===== src/rtl/prefix_adder_pkg.sv =====
// Shared types and elaboration helpers for the pipelined Kogge-Stone prefix adder.
package prefix_adder_pkg;

    typedef struct packed {
        logic p;
        logic g;
    } pg_t;

    function automatic int clog2(input int n);
        int r;
        r = 0;
        while ((1 << r) < n) r++;
        return r;
    endfunction

    function automatic int level_span(input int l);
        return 1 << l;
    endfunction

endpackage


===== src/rtl/pg_cell.sv =====
// Kogge-Stone black cell: merges a high group with the adjacent low group.
module pg_cell (
    input  logic g_hi,
    input  logic p_hi,
    input  logic g_lo,
    input  logic p_lo,
    output logic G,
    output logic P
);
    assign G = g_hi | (p_hi & g_lo);
    assign P = p_hi & p_lo;
endmodule


===== src/rtl/prefix_adder_pipe.sv =====
// Pipelined Kogge-Stone adder with valid/ready stages and bubble collapsing.
// Optional ADDSUB_EN macro adds a `sub` port for X - Y.
module prefix_adder_pipe
    import prefix_adder_pkg::*;
#(
    parameter int WIDTH         = 16,
    parameter int LVL_PER_STAGE = 2
) (
    input  logic             clk,
    input  logic             rst_n,
    input  logic             in_valid,
    output logic             in_ready,
    input  logic [WIDTH-1:0] X,
    input  logic [WIDTH-1:0] Y,
    input  logic             c_in,
`ifdef ADDSUB_EN
    input  logic             sub,
`endif
    output logic             out_valid,
    input  logic             out_ready,
    output logic [WIDTH:0]   S
);
    localparam int LEVELS = clog2(WIDTH);
    localparam int K      = (LEVELS + LVL_PER_STAGE - 1) / LVL_PER_STAGE;

    logic [K:0]            v_q, v_d, ci_q, ci_d;
    logic [K:0][WIDTH-1:0] praw_q, praw_d, gg_q, gg_d, pp_q, pp_d;
    logic [K:1][WIDTH-1:0] cg, cp;
    logic [K:0]            rdy;

    pg_t  [WIDTH-1:0] pre;
    logic [WIDTH-1:0] pre_p, pre_g, y_eff;
    logic             ci_eff;

    always_comb begin
        y_eff  = Y;
        ci_eff = c_in;
`ifdef ADDSUB_EN
        if (sub) begin
            y_eff  = ~Y;
            ci_eff = 1'b1;
        end
`endif
        for (int i = 0; i < WIDTH; i++) begin
            pre[i].p = X[i] ^ y_eff[i];
            pre[i].g = X[i] & y_eff[i];
        end
        // carry-in folded into bit 0 so the prefix tree needs no extra column
        pre[0].g = pre[0].g | (pre[0].p & ci_eff);
        for (int i = 0; i < WIDTH; i++) begin
            pre_p[i] = pre[i].p;
            pre_g[i] = pre[i].g;
        end
    end

    for (genvar n = 1; n <= K; n++) begin : g_stage
        for (genvar j = 0; j < LVL_PER_STAGE; j++) begin : g_lvl
            localparam int L = (n - 1) * LVL_PER_STAGE + j;
            logic [WIDTH-1:0] g_in, p_in, g_out, p_out;
            if (j == 0) begin : g_first
                assign g_in = gg_q[n-1];
                assign p_in = pp_q[n-1];
            end else begin : g_chain
                assign g_in = g_lvl[j-1].g_out;
                assign p_in = g_lvl[j-1].p_out;
            end
            for (genvar i = 0; i < WIDTH; i++) begin : g_bit
                if (L < LEVELS && i >= level_span(L)) begin : g_cell
                    pg_cell u_cell (
                        .g_hi(g_in[i]),
                        .p_hi(p_in[i]),
                        .g_lo(g_in[i-level_span(L)]),
                        .p_lo(p_in[i-level_span(L)]),
                        .G   (g_out[i]),
                        .P   (p_out[i])
                    );
                end else begin : g_pass
                    assign g_out[i] = g_in[i];
                    assign p_out[i] = p_in[i];
                end
            end
        end
        assign cg[n] = g_lvl[LVL_PER_STAGE-1].g_out;
        assign cp[n] = g_lvl[LVL_PER_STAGE-1].p_out;
    end

    // a stage may load if empty or if its occupant moves on this cycle
    always_comb begin
        logic acc;
        acc = out_ready;
        for (int n = K; n >= 0; n--) begin
            acc    = !v_q[n] || acc;
            rdy[n] = acc;
        end
    end

    always_comb begin
        v_d    = v_q;
        ci_d   = ci_q;
        praw_d = praw_q;
        gg_d   = gg_q;
        pp_d   = pp_q;
        if (rdy[0]) begin
            v_d[0]    = in_valid;
            ci_d[0]   = ci_eff;
            praw_d[0] = pre_p;
            gg_d[0]   = pre_g;
            pp_d[0]   = pre_p;
        end
        for (int n = 1; n <= K; n++) begin
            if (rdy[n]) begin
                v_d[n]    = v_q[n-1];
                ci_d[n]   = ci_q[n-1];
                praw_d[n] = praw_q[n-1];
                gg_d[n]   = cg[n];
                pp_d[n]   = cp[n];
            end
        end
    end

    always_ff @(posedge clk or negedge rst_n) begin
        if (!rst_n) begin
            v_q    <= '0;
            ci_q   <= '0;
            praw_q <= '0;
            gg_q   <= '0;
            pp_q   <= '0;
        end else begin
            v_q    <= v_d;
            ci_q   <= ci_d;
            praw_q <= praw_d;
            gg_q   <= gg_d;
            pp_q   <= pp_d;
        end
    end

    // group propagate is not needed once every prefix is resolved
    logic unused_pk;
    assign unused_pk = ^pp_q[K];

    assign in_ready  = rdy[0];
    assign out_valid = v_q[K];
    assign S = {gg_q[K][WIDTH-1], praw_q[K] ^ {gg_q[K][WIDTH-2:0], ci_q[K]}};

endmodule


===== config.mk =====
export PLATFORM = sky130hd
export DESIGN_NAME = prefix_adder_pipe
export DESIGN_NICKNAME = d
export VERILOG_FILES = /design/src/rtl/prefix_adder_pkg.sv /design/src/rtl/pg_cell.sv /design/src/rtl/prefix_adder_pipe.sv
export SDC_FILE = /design/constraint.sdc
export NUM_CORES = 1
export LEC_CHECK = 0
export CORE_MARGIN = 5
export CORE_UTILIZATION = 45
export DETAILED_ROUTE_END_ITERATION = 8
export GPL_TIMING_DRIVEN = 0
export HOLD_SLACK_MARGIN = 0.08
export MAX_ROUTING_LAYER = met4
export PLACE_DENSITY = 0.7
export SLEW_MARGIN = 20
export SYNTH_ARGS = -nofsm -noshare
export SYNTH_HDL_FRONTEND = slang
export SYNTH_SLANG_ARGS = --single-unit

===== constraint.sdc =====
create_clock -name clk -period 1.75 [get_ports clk]
set_clock_uncertainty 0.05 [all_clocks]
set_input_delay 0.2625 -clock clk [delete_from_list [all_inputs] [get_ports clk]]
set_output_delay 0.2625 -clock clk [all_outputs]
set_load 0.03 [all_outputs]

## Word-level counts from Yosys, hierarchy flattened

Index checks and enable logic that the tools add are counted.

- Bits in latches: 0
- Bits of input ports: 37
- Memories: 0
- Logic and storage cells: 189
- Memory bits (writable): 0
- Output and inout bits: 19
- ROM bits: 0
- Register bits: 118

- Shift operators: 0
- Add/sub/neg operators: 0
- Order comparisons: 0
- Reductions and logical operators: 6
- Bitwise operators: 170
- Mux-type cells: 0
- Div/mod/pow operators: 0
- Multipliers: 0
- Eq/ne operators: 0

Operators with widths:

| operator | number |
|---|---|
| $and 1x1->1 | 103 |
| $or 1x1->1 | 50 |
| $xor 1x1->1 | 16 |
| $xor 16x16->16 | 1 |
| $logic_not 1->1 | 3 |
| $logic_or 1x1->1 | 3 |

## Logic depth before layout (Yosys ltp)

- Depth after elaboration: 4
- Depth in mapped cells: 5
- Depth with buffers taken out: 3

## Cells and area by module

A second synthesis with hierarchy kept.

- Cell total of the unflattened synthesis: 382
- Area, all modules: 5,487.8 um^2

By module, submodules not included:

| module | times used | sequential area each (um^2) | area each (um^2) | cells each |
|---|---|---|---|---|
| prefix_adder_pipe | 1 | 2,927.8 | 4,752.1 | 284 |
| pg_cell | 49 | 0.0 | 15.0 | 2 |

## Worst setup path after synthesis

No wires, ideal clock.

- Kind: register to register
- From: register v_q[2]
- To: register pp_q (netlist bit g_stage[1].g_lvl[0].p_in[10])
- Path buffers: 1
- Setup time: 0.125 ns
- Arrival: 1.321 ns
- Path slack: 0.253 ns
- Data required time: 1.575 ns
- Clock period less this slack: 1.497 ns
- Cell stages (with the launch flop): 4
- Cells stage by stage: dfrtp_1 > nand4b_4 > buf_6 > mux2_4

- Longest elaborated chain between the ends: 4

RTL lines:

| element | RTL line | text |
|---|---|---|
| start, declared | prefix_adder_pipe.sv:26 | `logic [K:0] v_q, v_d, ci_q, ci_d;` |
| start signal, assigned | prefix_adder_pipe.sv:129 | `v_q <= v_d;` |
| $logic_not 1->1 | prefix_adder_pipe.sv:92 | `acc = !v_q[n] \|\| acc;` |
| $logic_or 1x1->1 (3 in a row) | prefix_adder_pipe.sv:92 |  |
| net in_ready | prefix_adder_pipe.sv:12 | `output logic in_ready,` |
| end signal, assigned | prefix_adder_pipe.sv:133 | `pp_q <= pp_d;` |
| end, declared | prefix_adder_pipe.sv:27 | `logic [K:0][WIDTH-1:0] praw_q, praw_d, gg_q, gg_d, pp_q, pp_d;` |

The timed path passes the listed nets, and every way through them passes these cells.
A chain may end at the register's enable or synchronous reset.

## Final worst setup path

- From: register praw_q[32] in the netlist's numbering
- To: output S[0]

- Longest elaborated chain between the ends: 1

RTL lines:

| element | RTL line | text |
|---|---|---|
| start, declared | prefix_adder_pipe.sv:27 |  |
| start signal, assigned | prefix_adder_pipe.sv:131 | `praw_q <= praw_d;` |
| $xor 16x16->16 | prefix_adder_pipe.sv:143 | `assign S = {gg_q[K][WIDTH-1], praw_q[K] ^ {gg_q[K][WIDTH-2:0], ci_q[K]}};` |
| end, declared | prefix_adder_pipe.sv:21 | `output logic [WIDTH:0] S` |

Every way passes these cells.

==> results_dict.tcl <==
set metrics [dict create \
    status "completed" \
    fin_util_pct 59.1 \
    rsz0062_at_grt "false" \
    post-route-period-util_pct 96.1 \
    finalSetupViolCount 0 \
    tightestPinTransition_ns 0.490 \
    p_per_area_mw_per_mm2 1420 \
    clk_pin_slew_ns 0.05 \
    routed_wl_um 10900 \
    clkPwrFrac_pct 39.5 \
    fin_setup_tns_ns 0 \
    critPathMaxStageDelay_ns 0.42 \
    fin_nets 558 \
    chipWidth_um 116 \
    path_class "flop to output pin" \
    drc 0 \
    syn_nets 481 \
    layout_commonest_cell "dfrtp_1" \
    p_int_mw 6.50 \
    finalNonFillerCells 658 \
    synthAdderAreaFrac_pct 3.94 \
    grtUsageTotal_pct 18.4 \
    synth_top_family_by_area "multiplexers" \
    cts.htree.levels 4 \
    muxShareOfSynthArea_pct 15.3 \
    power_frac_seq_pct 38.0 \
    firstDrtPassIters 5 \
    wl_per_cell_um 16.6 \
    syn-instance-count 428 \
    ios 56 \
    clockRootBuffer "clkbuf_16" \
    synthXorXnorAreaFrac_pct 2.76 \
    ant_nets 0 \
    dieArea_mm2 0.0135 \
    gr-total-overflow 0 \
    vdd.ir_drop.worst_mv 0.634 \
    insertion_delay_ns 0.41 \
    crit_fanout 2 \
    fmax_ghz 0.594 \
    grt_pass1_vias 3605 \
    maxSlewViolCount 0 \
    clkSinkCount 114 \
    cp-end-kind "output pin" \
    yosysWarningCount 0 \
    dp_hpwl_um 7670 \
    cp_slowest_cell "dlygate4sd2_1" \
    clockBufferDepth 2 \
    min_period_ns 1.68 \
    worstPathArrival_ns 1.37 \
    cts_made_buffers 17 \
    vias_per_cell 5.33 \
    worst_slack_ns 0.0677 \
    synth-simple-area-share_pct 11.3 \
    hp-class "primary input to asynchronous set/reset pin" \
    max-slew-margin-rel_pct 67.3 \
    die_h_um 116 \
    dp_worst_setup_slack_ns -0.520 \
    synth_area_mm2 0.00508 \
    dp.cells 624 \
    start_util_pct 46.5 \
    path_cells "xor2_1, dlygate4sd2_1" \
    cp-start-kind "flop" \
    first_iter_violations 249 \
    pwr-share-comb_pct 22.4 \
    portBuffers 55 \
    synth.distinct_cells 25 \
    maxCapViolCount 0 \
    cp.required_ns 1.44 \
    syn2layout_area_growth_pct 27.1 \
    ys_ff_latch 114 \
    p_sw_mw 2.66 \
    sw_frac_of_total_pct 29.1 \
    vias 3508 \
    cellLeakagePower_nw 3.09 \
    synth_area_leader_cell "dfrtp_1" \
    drive_gt1_share_pct 21.4 \
    synth.avg_cell_area_um2 11.9 \
    rows 38 \
    cts_tree "yes" \
    grt_antenna_before_repair 0 \
    total_power_mw 9.16 \
    synthTopCellsByArea "dfrtp_1 (56%), mux2_4 (7.7%), mux2_2 (6.9%), nand2_1 (5.2%), ha_1 (3.9%)" \
    synth_top_area_share_pct 56.1 \
    synth-compound-area-share_pct 7.16 \
    synth-seq-area-share_pct 56.1 \
    place.gp.congestion 0.826 \
    grt_pass1_wl_um 18400 \
    diodes 0 \
    hold_violations 0 \
    grt_max_degree 67 \
    final_cell_mix "dfrtp_1 (113), nand2_1 (70), clkdlybuf4s50_1 (35)" \
    fill_cells 873 \
    core_mm2 0.0109 \
]
-- final timing paths --
kind	start	to	slack, ns	cells after the start
worst max register to register	v_q[2]$_DFFE_PN0P_	g_stage[1].g_lvl[0].p_in[0]$_DFFE_PN0P_	0.27	4
min in group clk	in_valid	v_q[0]$_DFFE_PN0P_	0.37	2
max in group asynchronous	rst_n	praw_q[42]$_DFFE_PN0P_	0.69	3
worst min-delay path	rst_n	g_stage[1].g_lvl[0].p_in[3]$_DFFE_PN0P_	0.31	2
worst max-delay path	praw_q[32]$_DFFE_PN0P_	S[0]	0.07	2
worst min register to register	praw_q[25]$_DFFE_PN0P_	praw_q[25]$_DFFE_PN0P_	0.41	2
-- sequential cells by signal, summed over array words and instances (netlist names) --
signal / count
g_stage.g_lvl.g_in: 32
praw_q: 32
g_stage.g_lvl.p_in: 28
gg_q: 15
ci_q: 3
v_q: 3
S: 1
-- layer usage --
layer / global-route usage, % / routed length [um]
met5: - / 0
met4: 7.04 / 150
met3: 4.72 / 582
met2: 27.9 / 5460
met1: 24.0 / 4740
-- layout make-up --
type                       instances  area [um^2]  share of cell area (%)
buffer                            30          175                    2.71
clock buffer                      23          478                    7.40
timing repair buffer              58          569                    8.81
tap                              140          175                    2.71
multi-input combinational        284         2060                    31.8
sequential                       114         2850                    44.2
clock inverter                     9          153                    2.36
-- cell usage after synthesis --
| cell | number |
|---|---|
| o21ai_0 | 16 |
| nand3b_1 | 3 |
| dfrtp_1 | 114 |
| mux2_4 | 26 |
| nand3_1 | 8 |
| a2111oi_2 | 1 |
| nand4b_4 | 1 |
| a21o_1 | 15 |
| buf_6 | 6 |
| ha_1 | 16 |
| nand2_1 | 70 |
| buf_2 | 7 |
| clkbuf_2 | 1 |
| mux2i_1 | 4 |
| nor3_1 | 2 |
| and3b_1 | 1 |
| nand4_1 | 12 |
| a31oi_1 | 5 |
| xor2_1 | 16 |
| buf_4 | 2 |
| a21oi_1 | 25 |
| clkbuf_1 | 14 |
| nor2_1 | 28 |
| nand2b_1 | 4 |
| mux2_2 | 31 |
-- stage by stage --
step	hold WS, ns	cell area [um^2]
6_report	0.307	6460
5_1_grt	0.370	6460
4_1_cts	0.318	6460
3_5_place_dp	0.180	5840
3_3_place_gp	0.393	5810
2_1_floorplan	-0.0831	5080
-- worst max-delay path, delay by kind of cell (launching register included) --
kind                   cells  cell delay, ns
XOR/XNOR                   1            0.16
flip-flops                 1            0.38
buffers and inverters      1            0.42
-- power by group through the flow --
stage	Combinational [mW]	Clock [mW]	Sequential [mW]
floorplan	1.42	0	3.41
global placement	2.17	0	3.49
detailed placement	2.22	0	3.52
CTS	2.08	3.68	3.48
global route	2.25	3.82	3.54
finish	2.06	3.62	3.48
-- kinds of logic (layout without fill, tap and decap cells) --
kind of cell | after synthesis | count (layout)
fa+ha+maj | 16 | 16
flops | 114 | 114
buf+inv | 30 | 120
xor+xnor | 16 | 16
simple gates | 129 | 129
compound gates | 62 | 62
mux | 61 | 61
-- what timing repair did --
action | 4_1_cts | 5_1_grt
hold endpoints to repair | 48 | 0
setup endpoints to repair | 19 | 7
hold buffers | 1 | 0
pin swaps | 1 | 0
setup buffers | 1 | 0
gates cloned | 0 | 0
gates resized for setup | 24 | 9
Power figures use the tool's default switching activity.
